**src/rtl/alu_pkg.sv**
```systemverilog
// Shared ALU definitions: default datapath width, NZCV bit positions and the
// occupancy encoding used by the result-stage skid buffer.
package alu_pkg;

    localparam int ALU_WIDTH = 64;

    localparam int FLAG_N = 3;
    localparam int FLAG_Z = 2;
    localparam int FLAG_C = 1;
    localparam int FLAG_V = 0;

    typedef enum logic [1:0] {
        EMPTY = 2'd0,
        ONE   = 2'd1,
        TWO   = 2'd2
    } occ_t;

endpackage

```
**src/rtl/alu_flag_gen.sv**
```systemverilog
// Combinational NZCV derivation from an adder result; shared with the
// branch-compare unit, so it carries no state.
module alu_flag_gen
    import alu_pkg::*;
#(
    parameter int WIDTH = ALU_WIDTH
) (
    input  logic [WIDTH-1:0] result,
    input  logic             carry,
    input  logic             ovf,
    output logic [3:0]       flags
);

    always_comb begin
        flags         = 4'b0000;
        flags[FLAG_N] = result[WIDTH-1];
        flags[FLAG_Z] = (result == '0);
        flags[FLAG_C] = carry;
        flags[FLAG_V] = ovf;
    end

endmodule

```
**src/rtl/alu_result_stage.sv**
```systemverilog
// Registered ALU output stage: 2-entry skid buffer with NZCV capture and an
// architectural flags register. Optional sticky overflow under ALU_STICKY_OVF_EN.
module alu_result_stage
    import alu_pkg::*;
#(
    parameter int WIDTH = ALU_WIDTH,
    parameter int RD_W  = 5
) (
    input  logic             clk,
    input  logic             rst_n,
    input  logic             in_valid,
    output logic             in_ready,
    input  logic [WIDTH-1:0] in_result,
    input  logic             in_carry,
    input  logic             in_overflow,
    input  logic [RD_W-1:0]  in_rd,
    output logic             out_valid,
    input  logic             out_ready,
    output logic [WIDTH-1:0] out_result,
    output logic [3:0]       out_flags,
    output logic [RD_W-1:0]  out_rd,
`ifdef ALU_STICKY_OVF_EN
    output logic             sticky_ovf,
    input  logic             clr_sticky,
`endif
    output logic [3:0]       flags_q
);

    occ_t             state_q, state_d;
    logic             load_main, load_skid, main_from_skid;
    logic             in_xfer, out_xfer;
    logic [3:0]       in_flags;

    logic [WIDTH-1:0] main_result_q, skid_result_q;
    logic [3:0]       main_flags_q,  skid_flags_q;
    logic [RD_W-1:0]  main_rd_q,     skid_rd_q;

    alu_flag_gen #(.WIDTH(WIDTH)) u_flag_gen (
        .result (in_result),
        .carry  (in_carry),
        .ovf    (in_overflow),
        .flags  (in_flags)
    );

    // Both handshake outputs decode straight from the occupancy register.
    assign in_ready  = (state_q != TWO);
    assign out_valid = (state_q != EMPTY);
    assign in_xfer   = in_valid & in_ready;
    assign out_xfer  = out_valid & out_ready;

    assign out_result = main_result_q;
    assign out_flags  = main_flags_q;
    assign out_rd     = main_rd_q;

    always_comb begin
        state_d        = state_q;
        load_main      = 1'b0;
        load_skid      = 1'b0;
        main_from_skid = 1'b0;
        case (state_q)
            EMPTY: begin
                if (in_xfer) begin
                    load_main = 1'b1;
                    state_d   = ONE;
                end
            end
            ONE: begin
                if (in_xfer && out_xfer) begin
                    load_main = 1'b1;
                end else if (in_xfer) begin
                    load_skid = 1'b1;
                    state_d   = TWO;
                end else if (out_xfer) begin
                    state_d   = EMPTY;
                end
            end
            TWO: begin
                if (out_xfer) begin
                    main_from_skid = 1'b1;
                    state_d        = ONE;
                end
            end
            default: state_d = EMPTY;
        endcase
    end

    always_ff @(posedge clk or negedge rst_n) begin
        if (!rst_n) begin
            state_q       <= EMPTY;
            main_result_q <= '0;
            main_flags_q  <= '0;
            main_rd_q     <= '0;
            skid_result_q <= '0;
            skid_flags_q  <= '0;
            skid_rd_q     <= '0;
            flags_q       <= '0;
        end else begin
            state_q <= state_d;
            if (load_main) begin
                main_result_q <= in_result;
                main_flags_q  <= in_flags;
                main_rd_q     <= in_rd;
            end else if (main_from_skid) begin
                main_result_q <= skid_result_q;
                main_flags_q  <= skid_flags_q;
                main_rd_q     <= skid_rd_q;
            end
            if (load_skid) begin
                skid_result_q <= in_result;
                skid_flags_q  <= in_flags;
                skid_rd_q     <= in_rd;
            end
            if (out_xfer) begin
                flags_q <= main_flags_q;
            end
        end
    end

`ifdef ALU_STICKY_OVF_EN
    // A V=1 transfer outranks a simultaneous clear.
    always_ff @(posedge clk or negedge rst_n) begin
        if (!rst_n) begin
            sticky_ovf <= 1'b0;
        end else if (out_xfer && main_flags_q[FLAG_V]) begin
            sticky_ovf <= 1'b1;
        end else if (clr_sticky) begin
            sticky_ovf <= 1'b0;
        end
    end
`endif

endmodule

```
**config.mk**
```make
export PLATFORM = sky130hd
export DESIGN_NAME = alu_result_stage
export DESIGN_NICKNAME = d
export VERILOG_FILES = /design/src/rtl/alu_pkg.sv /design/src/rtl/alu_flag_gen.sv /design/src/rtl/alu_result_stage.sv
export SDC_FILE = /design/constraint.sdc
export NUM_CORES = 1
export LEC_CHECK = 0
export CORE_MARGIN = 1
export CORE_UTILIZATION = 53
export CTS_BUF_LIST = sky130_fd_sc_hd__clkbuf_16
export CTS_CLUSTER_DIAMETER = 150
export DETAILED_ROUTE_END_ITERATION = 8
export PLACE_DENSITY = 0.84
export SLEW_MARGIN = 5
export SYNTH_ARGS = -nofsm -noshare
export SYNTH_HDL_FRONTEND = slang
export SYNTH_SLANG_ARGS = --single-unit
```
**constraint.sdc**
```tcl
create_clock -name clk -period 2.9 [get_ports clk]
set_clock_uncertainty 0.1 [all_clocks]
set_input_delay 0.29 -clock clk [delete_from_list [all_inputs] [get_ports clk]]
set_output_delay 0.29 -clock clk [all_outputs]
set_load 0.01 [all_outputs]
```
=== Yosys cells after proc, flatten, opt, wreduce, memory -nomap -nowiden ===
Cells that the tools add are included.

* Bits in registers: 152
* Output and inout bits: 79
* Input port bits: 75

* Equal/unequal tests: 7
* Bitwise logic cells: 2
* Reduce and logical (&&, ||, !) cells: 6
* Muxes and demuxes: 19

{| class="wikitable"
|+ Operators by type and width
! cell !! count
|-
| 64-bit 2-to-1 mux || 2
|-
| 64-bit zero test || 1
|-
| 2-bit 2-to-1 mux || 5
|-
| 5-bit 2-to-1 mux || 2
|-
| 4-bit 2-to-1 mux || 2
|-
| 2-bit inequality test, second input constant || 4
|-
| 1-bit 2-to-1 mux || 6
|-
| 2-bit one-hot mux with 3 select lines || 1
|-
| 4-bit AND reduction || 1
|-
| 2-bit nonzero test || 2
|-
| 3-bit inequality test, second input constant || 1
|-
| 1-bit AND || 2
|-
| 2-bit by 1-bit == test with 1-bit output, second input constant || 1
|-
| 2-bit == test, second input constant || 1
|-
| 2-bit zero test || 1
|-
| 1-bit one-hot mux with 2 select lines || 1
|-
| 1-bit logical AND || 1
|}

=== Longest topological paths before layout ===
Gate-level depths: netlist (run 1).

* Word-level depth: 6
* Mapped depth: 7
* Gate-level depth less buffers: 4

=== By module ===
From an unflattened synthesis (run 1), not the netlist that was laid out.

* Cells, all modules: 446
* Area, all modules: 6881.6 sq um

{| class="wikitable"
|+ Modules (own cells, without submodules)
! module !! area an instance (sq um) !! cells an instance !! instances
|-
| alu_result_stage || 6715.2 || 422 || 1
|-
| alu_flag_gen || 166.4 || 24 || 1
|}

=== Worst setup path before layout (run 1) ===
Ideal clock, no wire load.

* Path kind: register to register
* From: register state_q[1]
* To: register skid_result_q[10]
* Required time: 2675 ps
* Period minus slack after synthesis: 1577 ps
* Setup slack: 1323 ps
* Data arrival time: 1352 ps
* Cell stages (with the launch flop): 5
* Cells stage by stage: dfrtp_1 -> nand2b_1 -> nor2_2 -> buf_2 -> mux2_2

* Word-level cells in the longest chain between the ends: 5

{| class="wikitable"
|+ Ends and longest elaborated chain
! item !! line !! source
|-
| start, declared || alu_result_stage.sv:29 || <nowiki>occ_t state_q, state_d;</nowiki>
|-
| start signal, assigned || alu_result_stage.sv:98 || <nowiki>state_q <= state_d;</nowiki>
|-
| 2-bit inequality test or 2-bit nonzero test (tied branches) || alu_result_stage.sv:46, alu_result_stage.sv:47 ||
|-
| 1-bit AND (on tied branches) || alu_result_stage.sv:48, alu_result_stage.sv:49 ||
|-
| 1-bit 2-to-1 mux or 1-bit logical AND (tied branches) || alu_result_stage.sv:70, alu_result_stage.sv:68 ||
|-
| 1-bit 2-to-1 mux || alu_result_stage.sv:68 || <nowiki>if (in_xfer && out_xfer) begin</nowiki>
|-
| 1-bit 2-to-1 mux * || alu_result_stage.sv:60 || <nowiki>case (state_q)</nowiki>
|-
| end signal, assigned || alu_result_stage.sv:109 || <nowiki>skid_result_q <= in_result;</nowiki>
|-
| end, declared || alu_result_stage.sv:34 || <nowiki>logic [WIDTH-1:0] main_result_q, skid_result_q;</nowiki>
|}

Every way passes the cells marked *; elsewhere a longest branch is shown, timed or not.
A chain may end at the register's enable or synchronous reset.

=== Worst setup path in the final report (run 1) ===
* From: register state_q[0]
* To: output port out_valid

* Word-level cells in the longest chain between the ends: 1

{| class="wikitable"
|+ Ends and longest elaborated chain
! item !! line !! source
|-
| 2-bit nonzero test || alu_result_stage.sv:47 || <nowiki>assign out_valid = (state_q != EMPTY);</nowiki>
|-
| end, declared || alu_result_stage.sv:17 || <nowiki>output logic out_valid,</nowiki>
|}

No other way between the ends.

==> results.txt, run 1 <==
- The flow ran to the end, but the final reports show violations.
* Violated checks: DRC
- Max-cap violations in this run came to 0.
- Hold Crit Depth: 3
- The critical path is of the reg -> out type.
* Reg-to-reg startpoint: state_q[1]
- RSZ-0062 raised after global routing: false
* Final critical-path required period: around 2.1 ns
- Slew margin rel.: 0.4482
- Syn-to-layout area delta: 35.00%
- Largest fanout on the critical path: 6
- For this configuration, the core starts out at a cell density of 0.5504.
- CTS buffer count: 17
- The total area inside the core boundary comes to ~12000 µm².
- Highest clock rate: around 0.49 GHz
* Post-synth design cell area: between 6000 and 7000 µm²
* Post-route DRC: 20
- Leaving out filler cells and counting taps, the final layout contains approximately 820.
- Port bufs: about 150
- Worst hold path startpoint: in_rd[2]
- Total of fill cells in the finished design: between 700 and 800
- TritonCTS Sinks: 150
* Horizontal die dimension: approximately 110 µm
- Critical-path cell list: or2_2, clkdlybuf4s50_1
* Share of layout cells above drive strength 1: 0.1575
* Number of buffers inserted to repair setup after CTS: 0
- Weighted congestion reported at the end of routability-driven placement: approximately 0.77
- Portion of the post-synthesis area used by sequential elements: 0.5922
- Launching element type of the critical path: flip-flop
- DRC marker count from the first detailed-route iteration: 242
* Global-route wire length before repair: 24560 µm
- Top-area cell type share of the netlist area: 0.5922
* Family with the most delay on the worst path: buffers and inverters
- Vert. Die Dim: 111.4 µm
- Final hold viol count: 0
- After synthesis, the cell types taking the most area are sky130_fd_sc_hd__dfrtp_1, sky130_fd_sc_hd__mux2_2, sky130_fd_sc_hd__mux2i_1.
- The worst register-to-register path has a setup slack of approximately 1.1 ns.
- Synthesis produced a netlist with a net count of about 590.
- Congestion Overflow GR: 0
* Worst-margin pin slew: 0.8277 ns
* Antenna diode count: 0
* Count of distinct cell types in the synthesized netlist: 24
- Clock-pin slew was measured on the worst setup and hold paths at approximately 0.06 ns.
- 1st-pass router iterations: 7
- Counting cells, the worst reg-to-reg path comes to 4.
- Arrival time of data at the critical path endpoint: about 1.7 ns
- OpenSTA, run right after detailed placement, puts the worst setup slack at 0.3075 ns.
* Vias per inst: 5.585
- WL per Instance: around 19 µm
* Total count of max-transition violations in the final report: 0
- Most common library cell in the layout ignoring fill and taps: sky130_fd_sc_hd__clkdlybuf4s50_1
* Via count of the first global-routing pass: 4733
- Largest net degree at the start of global routing: 88
* Total power after layout: approximately 7.0 mW
* Top cell type by total area after synthesis: sky130_fd_sc_hd__dfrtp_1
- Number of cells produced by synthesis: between 500 and 600
- Final Routed Wirelength: around 15000 µm
- Full die area: 12400 µm²
- CTS tree: built
- Routed Antenna Nets: 0
- Counting tap cells, the placed design contains a total of 785 instances.
- The number of buffers and inverters on the critical path is 1.
* Number of I/O pins: 154
- The routed layout has approximately 4.6k vias.
- Setup TNS after final layout: 0 ns
- In this design, the stage delay of the slowest critical-path cell is between 0.5 and 0.6 ns.
* Leading cell types in the layout, fill and taps excluded: sky130_fd_sc_hd__clkdlybuf4s50_1, sky130_fd_sc_hd__dfrtp_1, sky130_fd_sc_hd__nand2_1, sky130_fd_sc_hd__mux2i_1, sky130_fd_sc_hd__mux2_2
- Hold EP: out_rd[2]
- The analysis attributes to cell leakage a power of 3.989 nW.
* Dpl hpwl: 10080 µm
* Maximum level of the CTS H-tree: 4
- Power density over the cells: approximately 800 nW/µm²
- The later pin in the worst-skew pair is clocked with a latency of 0.42 ns.
- Of the available clock period, the critical path in the final layout requires 0.7105.
- Critical path data required time: 2.51 ns
- FF+latch count, synth: 150
- # rows: 39
- Max stage delay cell, worst path: sky130_fd_sc_hd__clkdlybuf4s50_1
- Slack of the critical path: 0.8396 ns
- For this run, the number of Yosys warnings is 0.
- IR analysis of the VDD net gives a maximum drop of between 0.4 and 0.5 mV.
* Maximum buffer depth of the clock tree: 2
- Number of failing setup endpoints in the final timing report: 0
- Crit. End Element: output port
- Post-cts repair resize count: 0
- Layout Utilization: 0.7430
- End of the worst register-to-register path: skid_result_q[32]
- Clock tree synthesis selected as its root buffer the cell sky130_fd_sc_hd__clkbuf_16.
- Initial antenna violation count: 0
* Tightest Hold Check Type: in -> reg
- Per-instance average area after synthesis: about 12 µm²
- Number of nets at the end of the flow: 737
- GRT Resource Usage Total: 0.2577
[flip-flops by register name, summed over array words and instances, names as in the netlist]
signal,count
state_q,2
skid_rd_q,5
skid_result_q,63
out_flags,3
out_result,64
out_rd,5
skid_flags_q,4
flags_q,4
[synthesized netlist by cell type, drive strengths merged]
cell type    n
a21oi        4
and2         1
buf         24
clkbuf       8
dfrtp      150
mux2        76
mux2i       71
nand2       73
nand2b       3
nand3b       1
nand4        4
nor2         3
nor2b        1
nor4        16
o21ai       72
o22ai        1
o31ai        1
or2          1
or4          1
[through the flow]
stage | cell area (µm²) | hold WS (ns)
after CTS | 8557 | 0.3621
after global placement | 8043 | 0.2925
final | 8557 | 0.3731
after floorplan | 6339 | -0.1056
after detailed placement | 8043 | 0.3018
after global routing | 8557 | 0.3802
[where the power goes]
part | internal [mW] | leakage (nW) | switching [mW]
clock network | 1.13 | 0.268 | 0.781
registers | 2.78 | 1.81 | 0.383
logic | 1.13 | 1.91 | 0.779
[area by class of cell]
type / count / area [µm²] / share of cell area
repair buffers: 164 / 1680 / 0.1964
flip-flops and latches: 150 / 3754 / 0.4387
multi-input cells: 329 / 2440 / 0.2851
clock buffers: 17 / 425.4 / 0.04971
well taps: 143 / 178.9 / 0.02091
clock inverters: 13 / 78.83 / 0.009212
[layer usage]
| metal | global-route usage | part of all wire | vias to the layer above |
|---|---|---|---|
| met2 | 0.4313 | 0.51 | 129 |
| met3 | 0.06696 | 0.058 | 25 |
| met1 | 0.3198 | 0.41 | 2285 |
| li1 | - | - | 2118 |
| met5 | 0 | 0 | - |
| met4 | 0.1072 | 0.023 | 0 |
[logic make-up (layout without fill, tap and decap cells)]
logic type             count (synthesis)  after routing  synth area share
AO/OA/AOI/OAI                         78             78           0.06218
buffers and inverters                 32            194           0.02408
multiplexers                         147            147            0.2471
flip-flops                           150            150            0.5922
AND/OR/NAND/NOR                      104            104           0.07442
[how the worst max path moves through the flow]
stage                        startpoint                 to  slack [ns]  cells after the start
after floorplan              state_q[1]  skid_result_q[10]        1.32                      4
after global placement    in_result[41]    skid_flags_q[2]        0.35                      5
after detailed placement  in_result[41]    skid_flags_q[2]        0.31                      5
after CTS                 in_result[41]    skid_flags_q[2]        0.79                      5
after global routing      in_result[33]    skid_flags_q[2]        0.76                      5
final                        state_q[0]          out_valid        0.84                      2
[worst min-delay path, stage by stage]
cell and delay (ns):
sky130_fd_sc_hd__clkdlybuf4s50_1 0.43, sky130_fd_sc_hd__nand2_1 0.06, sky130_fd_sc_hd__o21ai_0 0.07
[timing repair]
item                                   4_1_cts  5_1_grt
hold buffers                                 1        0
setup endpoints to repair                    0        0
endpoints found under the hold margin       84        0
Note: power is estimated with default switching activity, not from simulation.
==> inputs of run 2 (changes only) <==
Settings changed: CORE_UTILIZATION 53 to 50, PLACE_DENSITY 0.84 to 0.8.
Clock period 2.9 ns to 1.9 ns, I/O delays scaled along.
==> results.txt, run 2 (synthesized netlist as in run 1, its figures left out) <==
- Crit. End Element: flip-flop
* Maximum cell stage delay along the critical path: 0.56 ns (+0.05 ns)
- Max stage delay cell, worst path: sky130_fd_sc_hd__or4_4
* Proportion of power drawn by flip-flops and latches: 0.454 (about the same)
- WS Path Type: in -> reg
- Power density over the cells: 1175 nW/µm² (+44%)
* Critical path origin: in_result[55]
- The total inserted antenna cells was 0 (unchanged).
* Global-route wire length before repair: 24520 µm (-0.17%)
* Critical path data required time: 2.12 ns (-0.39 ns)
- The area of the die was 13130 µm² (+5.9%).
* Highest clock rate: between 0.5 and 0.6 GHz
- Dpl hpwl: 10650 µm (+5.6%)
- Power dissipated by switching net loads: 2.973 mW (+53%)
- Critical-path cell list: clkdlybuf4s50_1, nor4_1, buf_4, nand4_1, or4_4, o31ai_1
* Standard cell core area: 12160 µm² (+5.6%)
- Initial antenna violation count: 0 (unchanged)
* Number of I/O pins: 154 (unchanged)
- CTS buffer count: 17 (unchanged)
* Number of buffers inserted to repair setup after CTS: 0 (unchanged)
- The fraction of power consumed by combinational cells came to 0.284 (+0.010).
* Final critical-path required period: ~1.8 ns
- Proportion of total power due to net switching: 0.2797 (+0.001759)
- The worst slack on hold paths came to 0.1720 ns (-0.2011 ns).
- Port bufs: 153 (unchanged)
* DRC marker count from the first detailed-route iteration: 202 (-17%)
- CTS tree: built
- Arrival time of data at the critical path endpoint: 2.05 ns (+0.38 ns)
* Effective utilization at floorplan: 0.5212 (-0.02922)
* Share of layout cells above drive strength 1: 0.2207 (+0.06319)
- GRT Resource Usage Total: 0.2490 (-0.008712)
* Clock root cell: sky130_fd_sc_hd__clkbuf_16
- The final-layout fill cell count came to 836 (+8.3%).
- The final cell utilization of the core was 0.7440 (+0.0009860).
- The post-route DRC violation count was 0 (-100%).
- The via count is 4717 (+3.5%).
- The number of placed instances, taps included is 862 (+9.8%).
* Maximum level of the CTS H-tree: 4 (unchanged)
* Final hold viol count: 0 (unchanged)
- The sink count of the clock tree came to 150 (unchanged).
* Syn-to-layout area delta: 42.76%
- Reg-to-reg startpoint: state_q[1]
- The leakage power of the design came to 4.261 nW (+6.8%).
- The overall overflow remaining after global route is 0 (unchanged).
* Share of the clock period used by the worst path: 0.9607
- Vert. Die Dim: 114.6 µm (+2.9%)
* Portion of total power attributed to the clock network: 0.262 (-0.012)
* Worst slack after detailed placement: -0.3748 ns (-0.6823 ns)
- The flip-flop and latch area came to 3754 µm² (unchanged).
- Weighted congestion reported at the end of routability-driven placement: 0.7913 (+2.8%)
- Slew margin rel.: 0.6777 (+0.2295)
* Horizontal die dimension: 114.6 µm (+2.9%)
- The number of detailed-route iterations in the first pass was 4 (-3).
- Total count of max-transition violations in the final report: 0 (unchanged)
* WL per Instance: 17.12 µm (-8.0%)
* Critical path buffer and inverter count: 2 (+1)
- The largest fanout of any net on the critical path came to 3 (-3).
- The number of flip-flops in the largest register was 64 (unchanged).
- The final net count was 789 (+7.1%).
* Vias per inst: 5.282 (-5.4%)
- Leading cell types in the layout, fill and taps excluded: sky130_fd_sc_hd__dfrtp_1, sky130_fd_sc_hd__clkdlybuf4s50_1, sky130_fd_sc_hd__nand2_1, sky130_fd_sc_hd__mux2i_1, sky130_fd_sc_hd__mux2_2
- The number of global-route vias before repair is 4934 (+4.2%).
- The min-delay analysis places its worst path in the category in -> async.
* Number of failing setup endpoints in the final timing report: 0 (unchanged)
* Family with the most delay on the worst path: simple AND/OR/NAND/NOR gates
- Maximum buffer depth of the clock tree: 2 (unchanged)
- # rows: 40 (+2.6%)
- The number of maximum-capacitance constraint violations is 0 (unchanged).
- STA classifies the critical path startpoint as an input pin.
* Worst-margin pin slew: 0.4834 ns (-0.3443 ns)
* Slack of the critical path: 0.07463 ns (-0.7649 ns)
* Largest net degree at the start of global routing: 56 (-36%)
* Clk slew on worst S/H paths: 0.05 ns (about the same)
- The latest clock arrival within the worst-skew pair is 0.42 ns (about the same).
- Result of the run: finished clean
- Post-layout instance count excluding filler cells: 893 (+9.4%)
* RSZ-0062 raised after global routing: false
- The internal power of the cells came to 7.656 mW (+52%).
* Setup TNS after final layout: 0 ns (unchanged)
- Routed Antenna Nets: 0 (unchanged)
- The final wirelength came to 15290 µm (+0.69%).
- The maximum vdd ir drop is 0.5555 mV (+14%).
* Area occupied by multi-input gates: 2459 µm² (+0.77%)
==> run 2: worst paths after layout <==
path,endpoint,slack [ns],depth (start not counted)
worst max-delay path,skid_flags_q[2],0.07,6
worst min-delay path,out_result[14],0.17,2
worst max register to register,skid_result_q[55],0.20,4
worst min register to register,skid_result_q[5],0.39,1
max in group asynchronous,out_result[53],0.85,3
min in group clk,out_rd[3],0.26,3
==> run 2: area by class of cell <==
cell class                 count  share of cell area
timing repair buffer         216              0.2373
tap                          168             0.02323
clock buffer                  17             0.04701
multi-input combinational    329              0.2717
clock inverter                13            0.005946
sequential                   150              0.4148
==> run 2: stage by stage <==
stage / area (µm²) / power [mW]
after detailed placement: 8539 / 7.906
after global placement: 8539 / 7.702
after global routing: 9049 / 11.19
after floorplan: 6339 / 6.191
final: 9049 / 10.63
after CTS: 9027 / 10.71
==> run 2: power groups by stage <==
stage	clock network (mW)	registers [mW]	logic, mW
after global routing	2.97	4.94	3.28
after detailed placement	0	4.87	3.04
after floorplan	0	4.93	1.26
after CTS	2.83	4.83	3.06
final	2.79	4.82	3.02
after global placement	0	4.77	2.93
==> run 2: layer usage <==
layer / routed length [µm] / share of wire / track usage / up-vias
met5: 0 / 0 / 0 / -
met4: 336 / 0.022 / 0.1108 / 0
met3: 782 / 0.051 / 0.06670 / 24
met2: 7791 / 0.51 / 0.4242 / 121
met1: 6380 / 0.42 / 0.2966 / 2356
li1: - / - / - / 2216
==> run 2: worst register-to-register path: stages, from the launching register on <==
cell and delay (ns):
sky130_fd_sc_hd__dfrtp_1 0.44, sky130_fd_sc_hd__nand2b_1 0.22, sky130_fd_sc_hd__nor2_4 0.21, sky130_fd_sc_hd__buf_12 0.23, sky130_fd_sc_hd__mux2_2 0.38
==> run 2: what timing repair did <==
item,in CTS,in global routing
hold buffers,1,0
pin swaps,0,2
hold endpoints to repair,47,0
resized for setup,1,4
endpoints found under the setup margin,1,3
